===== config.mk =====
export PLATFORM = sky130hd
export DESIGN_NAME = pong_timebase_flat
export DESIGN_NICKNAME = d
export VERILOG_FILES = /design/src/rtl/pong_timebase_pkg.sv /design/src/rtl/pong_timebase_if.sv /design/src/rtl/pong_interval_timer.sv /design/src/rtl/pong_timebase.sv /design/src/flat_wrapper.sv
export SDC_FILE = /design/constraint.sdc
export NUM_CORES = 1
export LEC_CHECK = 0
export CAP_MARGIN = 20
export CORE_MARGIN = 1.5
export CORE_UTILIZATION = 50
export DETAILED_ROUTE_END_ITERATION = 16
export PLACE_DENSITY = 0.76
export SLEW_MARGIN = 40
export SYNTH_ARGS = -nofsm -noshare
export SYNTH_HDL_FRONTEND = slang
export SYNTH_HIERARCHICAL = 1
export SYNTH_SLANG_ARGS = --single-unit

===== constraint.sdc =====
create_clock -name Clk -period 8.1 [get_ports Clk]
set_input_delay 1.62 -clock Clk [delete_from_list [all_inputs] [get_ports Clk]]
set_output_delay 1.62 -clock Clk [all_outputs]
set_load 0.02 [all_outputs]

===== src/rtl/pong_timebase_pkg.sv =====
// pong_pkg: shared widths, default timing constants and timeout FSM encoding for pong_timebase
package pong_pkg;
  typedef enum logic [1:0] {T_IDLE, T_RUN, T_DONE} t5_state_e;
  localparam int LVL_W = 3;
  localparam int HIT_W = 8;
  localparam int CNT_W_D = 27;
  localparam int TICK_BASE_D = 50_000_000;
  localparam int TICK_DEC_D = 5_000_000;
  localparam int TICK_MIN_D = 10_000_000;
  localparam int HITS_PER_LVL_D = 4;
  localparam int LVL_MAX_D = 7;
  localparam int T5_TICKS_D = 500_000_000;
  function automatic logic [7:0] bcd_inc(input logic [7:0] v);
    return (v == 8'h99) ? v : (v[3:0] == 4'd9) ? {v[7:4] + 4'd1, 4'd0} : {v[7:4], v[3:0] + 4'd1};
  endfunction
endpackage


===== src/rtl/pong_timebase_if.sv =====
// pong_timebase_if: controller strobes into the timebase and its status back to the controller
interface pong_timebase_if;
  import pong_pkg::*;
  logic T20_en, T20_rst, T5_en, T5_rst, Hit_ld, Hit_clr, Lvl_clr;
  logic step_tick, T5_done, lvl_up;
  logic [HIT_W-1:0] hit_count;
  logic [LVL_W-1:0] level;
  modport master (
    output T20_en, T20_rst, T5_en, T5_rst, Hit_ld, Hit_clr, Lvl_clr,
    input  step_tick, T5_done, lvl_up, hit_count, level
  );
  modport slave (
    input  T20_en, T20_rst, T5_en, T5_rst, Hit_ld, Hit_clr, Lvl_clr,
    output step_tick, T5_done, lvl_up, hit_count, level
  );
endinterface


===== src/rtl/pong_interval_timer.sv =====
// pong_interval_timer: enabled counter with runtime period and a one-cycle terminal pulse
module pong_interval_timer #(
  parameter int W = 27
) (
  input  logic         Clk,
  input  logic         Rst,
  input  logic         i_en,
  input  logic         i_clr,
  input  logic [W-1:0] i_period,
  output logic         o_tick
);
  logic [W-1:0] r_cnt;
  logic r_tick, w_term;
  // >= so a period that shrinks below the current count fires at once instead of wrapping
  assign w_term = i_en && (r_cnt >= i_period - W'(1));
  assign o_tick = r_tick;
  always_ff @(posedge Clk or posedge Rst)
    if (Rst) begin
      r_cnt  <= '0;
      r_tick <= 1'b0;
    end else begin
      r_cnt  <= (i_clr || w_term) ? '0 : i_en ? r_cnt + W'(1) : r_cnt;
      r_tick <= !i_clr && w_term;
    end
endmodule


===== src/rtl/pong_timebase.sv =====
// pong_timebase: ball-step tick, hit/level tracking and game-over timeout for the pong controller
// Define PONG_HIT_BCD_EN to present hit_count as two packed BCD digits saturating at 0x99.
module pong_timebase
  import pong_pkg::*;
#(
  parameter int CNT_W        = CNT_W_D,
  parameter int TICK_BASE    = TICK_BASE_D,
  parameter int TICK_DEC     = TICK_DEC_D,
  parameter int TICK_MIN     = TICK_MIN_D,
  parameter int HITS_PER_LVL = HITS_PER_LVL_D,
  parameter int LVL_MAX      = LVL_MAX_D,
  parameter int T5_TICKS     = T5_TICKS_D
) (
  input logic            Clk,
  input logic            Rst,
  pong_timebase_if.slave bus
);
  localparam int PW = CNT_W + 3;
  localparam int SUB_W = $clog2(HITS_PER_LVL + 1);
  localparam int T5_W = $clog2(T5_TICKS + 1);

  logic r_hit_prev, r_lvl_up;
  logic [HIT_W-1:0] r_hit_count, w_hit_inc;
  logic [LVL_W-1:0] r_level;
  logic [SUB_W-1:0] r_sub;
  logic w_hit_edge, w_hit_acc, w_sub_full, w_lvl_inc;
  logic signed [PW-1:0] w_period_s;
  logic [CNT_W-1:0] w_period;
  t5_state_e r_t5_state, w_t5_next;
  logic [T5_W-1:0] r_t5_cnt;
  logic w_t5_term;

  // Wide signed arithmetic so high levels go negative and clamp rather than wrap
  assign w_period_s = $signed(PW'(TICK_BASE)) - $signed(PW'(r_level)) * $signed(PW'(TICK_DEC));
  assign w_period = (w_period_s < $signed(PW'(TICK_MIN))) ? CNT_W'(TICK_MIN) : w_period_s[CNT_W-1:0];

  pong_interval_timer #(.W(CNT_W)) u_step (
    .Clk      (Clk),
    .Rst      (Rst),
    .i_en     (bus.T20_en),
    .i_clr    (bus.T20_rst),
    .i_period (w_period),
    .o_tick   (bus.step_tick)
  );

  assign w_hit_edge = bus.Hit_ld && !r_hit_prev;
  assign w_hit_acc = w_hit_edge && !bus.Hit_clr;
  assign w_sub_full = (r_sub == SUB_W'(HITS_PER_LVL - 1));
  assign w_lvl_inc = w_hit_acc && w_sub_full && (r_level < LVL_W'(LVL_MAX));
`ifdef PONG_HIT_BCD_EN
  assign w_hit_inc = bcd_inc(r_hit_count);
`else
  assign w_hit_inc = (r_hit_count == '1) ? r_hit_count : r_hit_count + HIT_W'(1);
`endif

  // Binary sub-counter paces levels independently of the displayed hit format
  always_ff @(posedge Clk or posedge Rst)
    if (Rst) begin
      r_hit_prev  <= 1'b0;
      r_hit_count <= '0;
      r_sub       <= '0;
      r_level     <= '0;
      r_lvl_up    <= 1'b0;
    end else begin
      r_hit_prev  <= bus.Hit_ld;
      r_hit_count <= bus.Hit_clr ? '0 : w_hit_edge ? w_hit_inc : r_hit_count;
      r_sub       <= (bus.Lvl_clr || (w_hit_acc && w_sub_full)) ? '0 : w_hit_acc ? r_sub + SUB_W'(1) : r_sub;
      r_level     <= bus.Lvl_clr ? '0 : r_level + LVL_W'(w_lvl_inc);
      r_lvl_up    <= !bus.Lvl_clr && w_lvl_inc;
    end

  assign bus.hit_count = r_hit_count;
  assign bus.level = r_level;
  assign bus.lvl_up = r_lvl_up;

  assign w_t5_term = bus.T5_en && (r_t5_state != T_DONE) && (r_t5_cnt == T5_W'(T5_TICKS - 1));

  always_ff @(posedge Clk or posedge Rst)
    if (Rst) begin
      r_t5_state <= T_IDLE;
      r_t5_cnt   <= '0;
    end else begin
      r_t5_state <= w_t5_next;
      r_t5_cnt   <= (bus.T5_rst || w_t5_term) ? '0 : (bus.T5_en && r_t5_state != T_DONE) ? r_t5_cnt + T5_W'(1) : r_t5_cnt;
    end

  always_comb
    w_t5_next = bus.T5_rst ? T_IDLE : (r_t5_state == T_DONE || w_t5_term) ? T_DONE : bus.T5_en ? T_RUN : r_t5_state;

  always_comb
    bus.T5_done = (r_t5_state == T_DONE);
endmodule


===== src/flat_wrapper.sv =====
// flat-port wrapper written by rule: the top's interface ports become plain ports
module pong_timebase_flat import pong_pkg::*;
#(
  parameter int CNT_W        = CNT_W_D,
  parameter int TICK_BASE    = TICK_BASE_D,
  parameter int TICK_DEC     = TICK_DEC_D,
  parameter int TICK_MIN     = TICK_MIN_D,
  parameter int HITS_PER_LVL = HITS_PER_LVL_D,
  parameter int LVL_MAX      = LVL_MAX_D,
  parameter int T5_TICKS     = T5_TICKS_D
)
  (Clk, Rst, bus_T20_en, bus_T20_rst, bus_T5_en, bus_T5_rst, bus_Hit_ld, bus_Hit_clr, bus_Lvl_clr, bus_step_tick, bus_T5_done, bus_lvl_up, bus_hit_count, bus_level);
  pong_timebase_if bus_i ();
  input logic Clk;
  input logic Rst;
  input wire logic [$bits(bus_i.T20_en)-1:0] bus_T20_en;
  input wire logic [$bits(bus_i.T20_rst)-1:0] bus_T20_rst;
  input wire logic [$bits(bus_i.T5_en)-1:0] bus_T5_en;
  input wire logic [$bits(bus_i.T5_rst)-1:0] bus_T5_rst;
  input wire logic [$bits(bus_i.Hit_ld)-1:0] bus_Hit_ld;
  input wire logic [$bits(bus_i.Hit_clr)-1:0] bus_Hit_clr;
  input wire logic [$bits(bus_i.Lvl_clr)-1:0] bus_Lvl_clr;
  output wire logic [$bits(bus_i.step_tick)-1:0] bus_step_tick;
  output wire logic [$bits(bus_i.T5_done)-1:0] bus_T5_done;
  output wire logic [$bits(bus_i.lvl_up)-1:0] bus_lvl_up;
  output wire logic [$bits(bus_i.hit_count)-1:0] bus_hit_count;
  output wire logic [$bits(bus_i.level)-1:0] bus_level;
  assign bus_i.T20_en = bus_T20_en;
  assign bus_i.T20_rst = bus_T20_rst;
  assign bus_i.T5_en = bus_T5_en;
  assign bus_i.T5_rst = bus_T5_rst;
  assign bus_i.Hit_ld = bus_Hit_ld;
  assign bus_i.Hit_clr = bus_Hit_clr;
  assign bus_i.Lvl_clr = bus_Lvl_clr;
  assign bus_step_tick = bus_i.step_tick;
  assign bus_T5_done = bus_i.T5_done;
  assign bus_lvl_up = bus_i.lvl_up;
  assign bus_hit_count = bus_i.hit_count;
  assign bus_level = bus_i.level;
  pong_timebase #(.CNT_W(CNT_W), .TICK_BASE(TICK_BASE), .TICK_DEC(TICK_DEC), .TICK_MIN(TICK_MIN), .HITS_PER_LVL(HITS_PER_LVL), .LVL_MAX(LVL_MAX), .T5_TICKS(T5_TICKS)) u_core (.Clk(Clk), .Rst(Rst), .bus(bus_i));
endmodule

# Yosys cells after proc, flatten, opt, wreduce, memory -nomap -nowiden
# Index checks and enable logic that the tools add are counted.
# word_totals
regBits	75
latch_bits	0
mem_bits_rw	0
mem_bits_ro	0
in_bits	9
output_inout_bits	14
word_cells	63
memories	0
# classes
addsub	7
mul	1
n_div	0
magnitude_cmp	3
n_eq_ne	6
n_shift	0
n_mux	14
bitwise_logic	0
n_reduce_logical	23
# op_table
cell	count
$mux 27	3
$mux 29	2
$lt 30x25->1 const B	1
$sub 27x30->30 const A	1
$add 29x1->29 const B	1
$eq 29x29->1 const B	1
$add 27x1->27 const B	1
$ge 27x27->1	1
$sub 27x1->27 const B	1
$mux 8	3
$mul 3x17->20 const B	1
$logic_and 1x1->1	9
$mux 3	3
$add 8x1->8 const B	1
$eq 8x8->1 const B	1
$reduce_bool 2->1	4
$mux 2	3
$logic_not 1->1	4
$logic_or 1x1->1	4
$ne 2x2->1 const B	2
$add 3x1->3	1
$add 3x1->3 const B	1
$eq 3x2->1 const B	1
$lt 3x3->1 const B	1
other kinds (3)	3

# Longest topological paths before layout
# Gate-level depths: netlist (run 1).
# logic_depth
ltp_word	9
ltp_mapped	34
mapped_depth_nobuf	30

# Modules after synthesis
# Netlist (run 1), hierarchy kept.
# by_module_without_submodules
module	n_inst	cells_per_inst	area_per_inst_um2	seq_area_each_um2
pong_timebase	1	411	3538.4	1176.1
pong_interval_timer	1	295	2511.2	700.7

# Worst setup path after synthesis (run 1)
# No wires, ideal clock.
# synth_path
kind	flip-flop to flip-flop
startpoint	register u_core.r_level[0], in the netlist u_core/bus.level[0]
endpoint	register u_core.u_step.r_cnt[13]
t_arrival_ns	8.188
slack_ns	-0.224
path_stages_with_launch	34
n_path_buf	4
period_less_slack_ns	8.324
path_cell_list	dfrtp_1 clkbuf_1 inv_1 ha_1 inv_1 ha_1 inv_1 fa_1 or4_1 a21o_1 nand3_1 a31oi_1 or3_4 a221oi_2 nor4_1 nor4b_2 ha_1 clkbuf_1 nand2b_1 or4_1 nor3_1 nand2_1 nor4_4 nand4_1 xor2_1 ha_1 nand4_1 or4_1 or2_0 o221a_1 buf_6 a21oi_4 buf_4 nor3_1
# synth_between
elab_chain_len	9
word_cells_on_any_way	10
classes_between	add/sub: 2; mul: 1; order compare: 2; mux: 2; reduce/logical: 3
# synth_rtl
element	line_no	text
start, declared	pong_timebase.sv:24	logic [LVL_W-1:0] r_level;
start signal, assigned	pong_timebase.sv:68	r_level <= bus.Lvl_clr ? '0 : r_level + LVL_W'(w_lvl_inc);
$mul 3x17->20 (*)	pong_timebase.sv:34	assign w_period_s = $signed(PW'(TICK_BASE)) - $signed(PW'(r_level)) * $signed(PW'(TICK_DEC));
$sub 27x30->30 (*)	pong_timebase.sv:34	
$lt 30x25->1	pong_timebase.sv:35	assign w_period = (w_period_s < $signed(PW'(TICK_MIN))) ? CNT_W'(TICK_MIN) : w_period_s[CNT_W-1:0];
$mux 27 (*)	pong_timebase.sv:35	
net u_core.w_period[9]	pong_timebase.sv:28	logic [CNT_W-1:0] w_period;
$sub 27x1->27 (*)	pong_interval_timer.sv:15	assign w_term = i_en && (r_cnt >= i_period - W'(1));
$ge 27x27->1 (*)	pong_interval_timer.sv:15	
$logic_and 1x1->1 (*)	pong_interval_timer.sv:15	
$logic_or 1x1->1 (*)	pong_interval_timer.sv:22	r_cnt <= (i_clr || w_term) ? '0 : i_en ? r_cnt + W'(1) : r_cnt;
$mux 27 / $reduce_bool 2->1 (equally long branches)	n/a	
end signal, assigned	pong_interval_timer.sv:22	
end, declared	pong_interval_timer.sv:12	logic [W-1:0] r_cnt;
# The timed path passes the listed nets; every way through them passes the cells marked *.
# A chain may end at the register's enable or synchronous reset.

# Worst setup path after layout (run 1)
# layout_path
startpoint	register u_core.r_level[0], in the netlist u_core/bus.level[0]
endpoint	register u_core.u_step.r_cnt[9]
# The elaborated chain is that of the path after synthesis.

==> results of run 1 <==
-- final timing paths --
path	end	cells past startpoint
min in group asynchronous	u_core/r_t5_cnt[4]	2
worst max-delay path	u_core/u_step/r_cnt[9]	31
worst min-delay path	u_core/r_t5_state[0]	2
max in group asynchronous	u_core/bus.level[0]	2
worst max register to register	u_core/u_step/r_cnt[9]	31
worst min register to register	u_core/r_t5_state[0]	2
-- kinds of logic (layout without fill, tap and decap cells) --
| group | after synthesis | in the layout |
|---|---|---|
| AO/OA/AOI/OAI | 86 | 86 |
| XOR/XNOR | 100 | 100 |
| adder cells (fa/ha/maj) | 51 | 51 |
| buffers and inverters | 50 | 84 |
| flip-flops | 75 | 75 |
| multiplexers | 7 | 7 |
| other | 1 | 20 |
| AND/OR/NAND/NOR | 336 | 336 |
-- state kept, by name, indices dropped and copies added, names as in the netlist --
register	count
u_core/r_t5_cnt	29
u_core/u_step/r_cnt	27
u_core/bus.hit_count	8
u_core/bus.level	3
u_core/r_sub	3
u_core/r_t5_state	2
u_core/bus.lvl_up	1
u_core/r_hit_prev	1
u_core/u_step/o_tick	1
-- where the power goes --
group          switching [uW]  internal, uW
Combinational            27.3          14.3
Sequential               3.78           378
Clock                     158           270
-- worst register-to-register path, delay by kind of cell (launching register included) --
| kind | cells | cell delay, ps |
|---|---|---|
| simple gates | 15 | 3760 |
| compound gates | 5 | 1070 |
| fa+ha+maj | 5 | 1610 |
| buf+inv | 5 | 610 |
| flops | 1 | 400 |
| xor+xnor | 1 | 180 |
-- cells in the mapped netlist (6+ instances only) --
cell type / number / area (sq um)
ha_1: 50 / 626
nor2_1: 97 / 364
inv_1: 25 / 93.8
a31oi_1: 6 / 37.5
nor3_1: 40 / 200
xor2_1: 52 / 455
nor2b_1: 12 / 75.1
clkbuf_1: 18 / 67.6
nand2b_1: 8 / 50.1
dfrtp_1: 75 / 1880
o211ai_1: 7 / 52.6
and3_1: 9 / 56.3
a21oi_1: 22 / 110
nor4_1: 10 / 62.6
a21o_1: 9 / 67.6
nand2_1: 53 / 199
and4_1: 7 / 61.3
nand3_1: 33 / 165
o21ai_0: 9 / 45.0
nand4_1: 34 / 213
xnor2_1: 48 / 420
or4_1: 9 / 67.6
-- stage by stage --
step	setup WS (ps)	instances	cell area, sq um
floorplan	85.0	725	6130
global placement	89.8	881	6530
detailed placement	-106	881	6530
CTS	75.8	898	6860
global route	-36.1	902	7000
finish	315	902	7000
-- layout make-up --
type                    count  area share
inverters                  26      0.0143
multi-input cells         600       0.593
clock buffers              10      0.0327
clock inverters             6      0.0127
flip-flops and latches     75       0.268
repair buffers             42      0.0540
well taps                 143      0.0255
-- per-layer routing --
metal / routed length [um] / track usage / vias to the layer above / part of all wire
met1: 6040 / 0.275 / 2542 / 0.43
li1: - / - / 2579 / -
met4: 192 / 0.0683 / 0 / 0.014
met5: 0 / 0 / - / 0
met3: 672 / 0.0573 / 18 / 0.048
met2: 7240 / 0.410 / 135 / 0.51
-- layout by cell type (no fill, tap or decap), drive strengths merged, types with 4 or more instances in the layout --
master,n
or4,9
o21ai,10
a211oi,5
xnor2,48
and4,7
a31oi,7
ha,50
nor3,41
mux2i,4
xor2,52
buf,21
inv,26
dfrtp,75
and3,9
nand2b,8
nor4b,5
conb,20
a21o,9
clkbuf,10
nor4,11
nor2b,13
nor2,97
nand2,53
nand4,34
a21oi,23
nand3,33
clkdlybuf4s50,21
o211ai,7
-- timing repair --
| action | in CTS | in global routing |
|---|---|---|
| setup endpoints to repair | 22 | 28 |
| pin swaps | 1 | 5 |
| gates resized for setup | 1 | 23 |
| buffers inserted | 1 | 4 |
==> impl_metrics.toml, run 1 <==
[status]
status = "completed"

[clock_tree]
clockBufferDepth = 2
cts_hold_buffers = 0
clk_pin_slew_ps = 60
clk-insertion-delay-late_ps = 350
cts_buffers = 9
cts-root-buf = "clkbuf_16"
cts.sink_count = 75
htree_levels = 3
cts_tree = "done"

[synthesis]
synthArstFlopShare = 1.00
synthAdderAreaFrac = 0.107
syn_avg_cell_area_sq_um = 8.57
synth_mux_area_frac = 0.0128
synth-compound-area-share = 0.105
ys_seq_area_frac = 0.310
synth-simple-area-share = 0.285
synth_cell_types = 70
synthCells = 706
ys_ff_latch = 75
synth-main-ff-cell = "dfrtp_1"
yosys.area_share.xor_xnor = 0.145
synth_edf_count = 0
syn_area_sq_um = 6050
synth_top_family_by_area = "simple AND/OR/NAND/NOR gates"
yosys_warnings = 6

[finish]
n_fill_cell = 1008
diodes = 0
final_core_util = 0.603
area_growth_pct = 15.8
multi_input_area_sq_um = 4150
layout-drive-gt1-share = 0.0988
fin_nets = 814
regArea_sq_um = 1880

[global_route]
grt_pass1_wl_mm = 23.9
antenna_found_initial = 0
grt_pass1_vias = 5248
grt_max_degree = 48
grt_overflow = 0
grtUsageTotal = 0.230

[power]
power_density_nw_per_um2 = 122
peakVddDrop_mv = 0.169
power_uw = 852
leakagePower_uw = 0.00297

[detailed_routing]
drcViolationCount = 0
drtPass1Iterations = 5
dr.first_iter.drc_count = 409
drt_wl_total_mm = 14.1
vias = 5274
ant_nets = 0
routed_via_density = 5.85
wl_per_cell_um = 15.7

[placed_design]
portBuffers = 22
place_congestion = 0.896
dp_hpwl_mm = 10.1

[floorplanning]
die_area_sq_um = 12800
initial_utilization = 0.521
num_rows = 39
die_x_um = 113
io_pins = 23
fp.dieH_um = 113
core_area_sq_um = 11600

[worst_setup_path]
timing.rr.start = "u_core/bus.level[0]"
worstPathRequired_ps = 8300
crit_top_cell = "ha_1"
path_max_fanout = 22
path_buf_inv = 5
path_class = "reg -> reg"
path_delay_family = "simple AND/OR/NAND/NOR gates"
cpPeakStageDelay_ps = 570
setup.worst_path.start = "u_core/bus.level[0]"
cp.arrival_ps = 7980
reg2reg_slack_ps = 320
end_kind = "flip-flop"
cp-start-kind = "flip-flop"
slowest_stage = "or4_4"

[timing]
tns_ps = 0
drv_slew = 0
fin_skew_ps = 4.77
period_share = 0.961
finalHoldViolCount = 0
max_slew_margin = 0.576
hold_ws_ps = 530
fmax_ghz = 0.128
worst-slew-pin-transition_ps = 635
period_needed_ps = 7780
setup_viol = 0

[worst_hold_path]
min_from = "u_core/r_t5_state[0]"
hp-class = "reg -> reg"

[job]
maxCapViolCount = 0
Note: power is estimated with default switching activity, not from simulation.
==> inputs of run 2 (changes only) <==
--- a/config.mk
+++ b/config.mk
@@ -10,2 +10,3 @@
 export CORE_UTILIZATION = 50
+export CTS_BUF_LIST = sky130_fd_sc_hd__clkbuf_4
 export DETAILED_ROUTE_END_ITERATION = 16
==> constraint.sdc (replaced) <==
create_clock -name Clk -period 8.1 [get_ports Clk]
set_input_delay 1.215 -clock Clk [delete_from_list [all_inputs] [get_ports Clk]]
set_output_delay 1.215 -clock Clk [all_outputs]
set_load 0.02 [all_outputs]
==> run 2 against run 1 <==
Global-route usage shrank 0.79 points. Final area down 2.2%. Via count up 0.11%. Sequential power about the same. Maximum frequency is 0.14% higher. Final cell count grew 0.11%. Critical path type unchanged. Largest cell class unchanged. Highest routed layer unchanged.
==> impl_metrics.toml, run 2 (same netlist as run 1, synthesis figures left out) <==
[clock_tree]
clockBufferDepth = 2
cts.sink_count = 75
clk-insertion-delay-late_ps = 450
cts_buffers = 9
clk_pin_slew_ps = 120
htree_levels = 3
cts_tree = "done"
cts_hold_buffers = 0
cts-root-buf = "clkbuf_4"

[detailed_routing]
vias = 5280
drt_wl_total_mm = 13.8
drcViolationCount = 0
wl_per_cell_um = 15.3
dr.first_iter.drc_count = 366
routed_via_density = 5.85
drtPass1Iterations = 4
ant_nets = 0

[floorplanning]
initial_utilization = 0.521
num_rows = 39
die_x_um = 113
core_area_sq_um = 11600
fp.dieH_um = 113
io_pins = 23
die_area_sq_um = 12800

[worst_setup_path]
setup.worst_path.start = "u_core/bus.level[0]"
cpPeakStageDelay_ps = 570
worstPathRequired_ps = 8420
crit_top_cell = "ha_1"
path_max_fanout = 22
path_class = "reg -> reg"
timing.rr.start = "u_core/bus.level[0]"
slowest_stage = "or4_4"
end_kind = "flip-flop"
cp-start-kind = "flip-flop"
cp.arrival_ps = 8090

[power]
pwr-share-seq = 0.555
p_int_uw = 521
pwr-share-clk = 0.384
leakagePower_uw = 0.00290
swShare = 0.242
comb_power_share = 0.061
peakVddDrop_mv = 0.113
power.switching_uw = 166
power_density_nw_per_um2 = 100

[finish]
mostFrequentLayoutCells = "97 x nor2_1, 74 x dfrtp_1, 52 x nand2_1"
layout-drive-gt1-share = 0.100
largest_reg_flops = 29
n_fill_cell = 1030
layout_commonest_cell = "nor2_1"
largest-register = "u_core/r_t5_cnt"
fin_nets = 815
diodes = 0
final_cell_area_sq_um = 6850
final_core_util = 0.590
area_growth_pct = 13.2

[job]
maxCapViolCount = 0

[timing]
period_needed_ps = 7770
fmax_ghz = 0.129
max_slew_margin = 0.574
worst-slew-pin-transition_ps = 638
finalHoldViolCount = 0
period_share = 0.960
tns_ps = 0
fin_skew_ps = 10.8
drv_slew = 0
setup_viol = 0

[placed_design]
portBuffers = 22
place_congestion = 0.896
dp_hpwl_mm = 10.1
place_area_sq_um = 6530

[worst_hold_path]
hp-class = "reg -> reg"
min_from = "u_core/r_t5_state[0]"

[global_route]
grt_max_degree = 48
grtUsageTotal = 0.222
antenna_found_initial = 0
grt_pass1_vias = 5185
grt_overflow = 0
grt_pass1_wl_mm = 23.4

[status]
status = "completed"
==> run 2: final cells by class <==
cell class | instances | area [sq um] | share of cell area
clock buffer | 10 | 75.1 | 0.0110
clock inverter | 6 | 88.8 | 0.0130
inverter | 26 | 100 | 0.0146
multi-input combinational | 600 | 4140 | 0.605
sequential | 75 | 1880 | 0.274
tap | 143 | 179 | 0.0261
timing repair buffer | 43 | 385 | 0.0563
==> run 2: final timing paths <==
kind / end / slack, ps / cells past startpoint
max: u_core/u_step/r_cnt[9] / 330 / 33
min: u_core/r_t5_state[0] / 540 / 2
max reg2reg: u_core/u_step/r_cnt[9] / 330 / 33
min reg2reg: u_core/r_t5_state[0] / 540 / 2
max in group asynchronous: u_core/bus.level[0] / 6460 / 2
min in group asynchronous: u_core/r_t5_cnt[2] / 1220 / 2
==> run 2: routing by layer <==
| metal | part of all wire | vias to the layer above | global-route usage |
|---|---|---|---|
| met2 | 0.51 | 111 | 0.394 |
| met5 | 0 | - | 0 |
| met4 | 0.016 | 0 | 0.0742 |
| li1 | - | 2592 | - |
| met3 | 0.040 | 24 | 0.0428 |
| met1 | 0.44 | 2553 | 0.272 |
==> run 2: critical path: cells and delay by family, from the launching register on <==
kind                       cells  cell delay [ps]
xor gates and xnor gates       2              350
DFF                            1              420
adders and majority gates      5             1550
AOI/OAI and AO/OA              6             1060
and+or+nand+nor               13             3260
buffers and inverters          6              780
muxes                          1              200
==> run 2: power groups by stage <==
stage | sequential [uW] | combinational, uW | clock [uW]
2_1_floorplan | 389 | 28.2 | 0
3_3_place_gp | 389 | 39.6 | 0
3_5_place_dp | 389 | 41.3 | 0
4_1_cts | 382 | 41.5 | 275
5_1_grt | 382 | 48.2 | 284
6_report | 382 | 41.6 | 264
==> run 2: through the flow <==
stage | setup slack [ps] | hold slack [ps] | total power (uW) | cells
after floorplan | 85.0 | 484 | 417 | 725
after global placement | 89.8 | 504 | 428 | 881
after detailed placement | -106 | 520 | 430 | 881
after CTS | 4.45 | 550 | 698 | 897
after global routing | -61.3 | 574 | 715 | 903
final | 326 | 542 | 687 | 903
==> run 2: repair_timing <==
| action | CTS | global route |
|---|---|---|
| hold endpoints to repair | 0 | 0 |
| setup endpoints to repair | 22 | 28 |
| pin swaps | 1 | 6 |
| gates resized for setup | 1 | 22 |
| setup buffers | 0 | 6 |
==> inputs of run 3 (changes only) <==
CORE_MARGIN = not set   (was 1.5)
==> run 3 against run 2 <==
First-iteration DRC count is 19% lower. Maximum frequency is 0.29% higher. Largest cell class unchanged. Sequential cell count stayed put. Via count is 1.1% higher. Setup slack better by 23 ps. Sequential power hardly changed. Clock-buffer cell count is 1 lower. Critical endpoint is now u_core/u_step/r_cnt[5]. Total power is 6.5% lower.
==> impl_metrics.toml, run 3 (same netlist as run 1, synthesis figures left out) <==
[clock_tree]
htree_levels = 3
cts.sink_count = 75
cts-root-buf = "clkbuf_4"
clockBufferDepth = 2
clk-insertion-delay-late_ps = 440
cts_tree = "done"
cts_buffers = 9
cts_hold_buffers = 0
clk_pin_slew_ps = 120

[job]
maxCapViolCount = 0

[timing]
drv_slew = 0
fmax_ghz = 0.129
period_needed_ps = 7750
fin_skew_ps = 12.2
max_slew_margin = 0.578
worst-slew-pin-transition_ps = 632
period_share = 0.957
setup_viol = 0
finalHoldViolCount = 0

[finish]
fin_nets = 821
largest_reg_flops = 29
n_fill_cell = 1030
area_growth_pct = 14.7
mostFrequentLayoutCells = "97 x nor2_1, 73 x dfrtp_1, 52 x nand2_1"
final_core_util = 0.597
largest-register = "u_core/r_t5_cnt"
final_cell_area_sq_um = 6940
layout-drive-gt1-share = 0.115
diodes = 0
layout_commonest_cell = "nor2_1"

[worst_setup_path]
slowest_stage = "or4_4"
reg2reg_slack_ps = 350
cp-start-kind = "flip-flop"
path_class = "reg -> reg"
cpPeakStageDelay_ps = 570
end_kind = "flip-flop"
cp.arrival_ps = 8060
path_max_fanout = 8
worstPathRequired_ps = 8410

[global_route]
grt_pass1_vias = 5203
grtUsageTotal = 0.234
grt_pass1_wl_mm = 23.8
antenna_found_initial = 0
grt_max_degree = 48
grt_overflow = 0

[worst_hold_path]
hp-class = "reg -> reg"

[detailed_routing]
routed_via_density = 5.87
drt_wl_total_mm = 14.2
wl_per_cell_um = 15.6
drcViolationCount = 0
drtPass1Iterations = 5
dr.first_iter.drc_count = 295
ant_nets = 0
vias = 5336

[floorplanning]
num_rows = 39
die_area_sq_um = 12500
fp.dieH_um = 112
initial_utilization = 0.521
die_x_um = 112
core_area_sq_um = 11600
io_pins = 23

[placed_design]
place_area_sq_um = 6530
dp_hpwl_mm = 10.2
portBuffers = 22
place_congestion = 0.900

[power]
leakagePower_uw = 0.00293
power_density_nw_per_um2 = 92.6
peakVddDrop_mv = 0.138

[status]
status = "completed"
==> run 3: cell types whose count changed in the layout (fill, tap and decap cells not counted), moves of 2 or more <==
cell        before  now
nand2b_1         7    5
nand2b_4         0    2
clkinvlp_4       2    0
buf_4           20   23
clkinv_2         1    5
buf_6            0    2
ha_4             0    2
==> run 3: critical path, delay by kind of cell (launching register included) <==
| kind | cells | cell delay [ps] |
|---|---|---|
| fa+ha+maj | 5 | 1470 |
| flops | 1 | 450 |
| simple gates | 15 | 3790 |
| compound gates | 4 | 910 |
| xor+xnor | 2 | 360 |
| buf+inv | 5 | 640 |
==> run 3: final timing paths <==
path / endpoint / start / cells after the start
min in group asynchronous: u_core/r_t5_cnt[5] / Rst / 2
max in group asynchronous: u_core/bus.level[1] / Rst / 2
hold reg to reg: u_core/r_t5_state[0] / u_core/r_t5_state[0] / 2
hold / removal: u_core/r_t5_state[0] / u_core/r_t5_state[0] / 2
setup / recovery: u_core/u_step/r_cnt[5] / u_core/bus.level[0] / 31
setup reg to reg: u_core/u_step/r_cnt[5] / u_core/bus.level[0] / 31
==> run 3: per-stage QoR <==
step / hold WS, ps / setup TNS [ps] / setup WS, ps / cells / power (uW)
2_1_floorplan: 484 / 0 / 85.0 / 725 / 417
3_3_place_gp: 502 / 0 / 16.3 / 881 / 428
3_5_place_dp: 514 / -933 / -59.7 / 881 / 430
4_1_cts: 542 / 0 / 40.0 / 898 / 655
5_1_grt: 585 / -572 / -46.0 / 909 / 675
6_report: 532 / 0 / 349 / 909 / 642
==> run 3: repair_timing <==
item                                    in CTS  in global routing
endpoints found under the setup margin      22                 28
buffers inserted                             1                  9
gates cloned                                 0                  2
pin swaps                                    1                 20
resized for setup                            0                 35
==> run 3: layer usage <==
| layer | share of wire | vias up | track usage |
|---|---|---|---|
| met1 | 0.44 | 2589 | 0.289 |
| met4 | 0.015 | 0 | 0.0747 |
| li1 | - | 2608 | - |
| met5 | 0 | - | 0 |
| met3 | 0.040 | 23 | 0.0468 |
| met2 | 0.51 | 116 | 0.411 |
==> run 3: cell type report <==
type	count	area, sq um	area share
clock buffer	9	67.6	0.00974
inverter	26	100	0.0144
sequential	75	1880	0.271
timing repair buffer	49	455	0.0657
clock inverter	7	58.8	0.00848
tap	143	179	0.0258
multi-input combinational	600	4200	0.605
==> run 3: power by group <==
group | switching, uW | total, uW | internal (uW)
Combinational | 27.5 | 41.9 | 14.4
Clock | 128 | 219 | 90.4
Sequential | 3.90 | 382 | 378
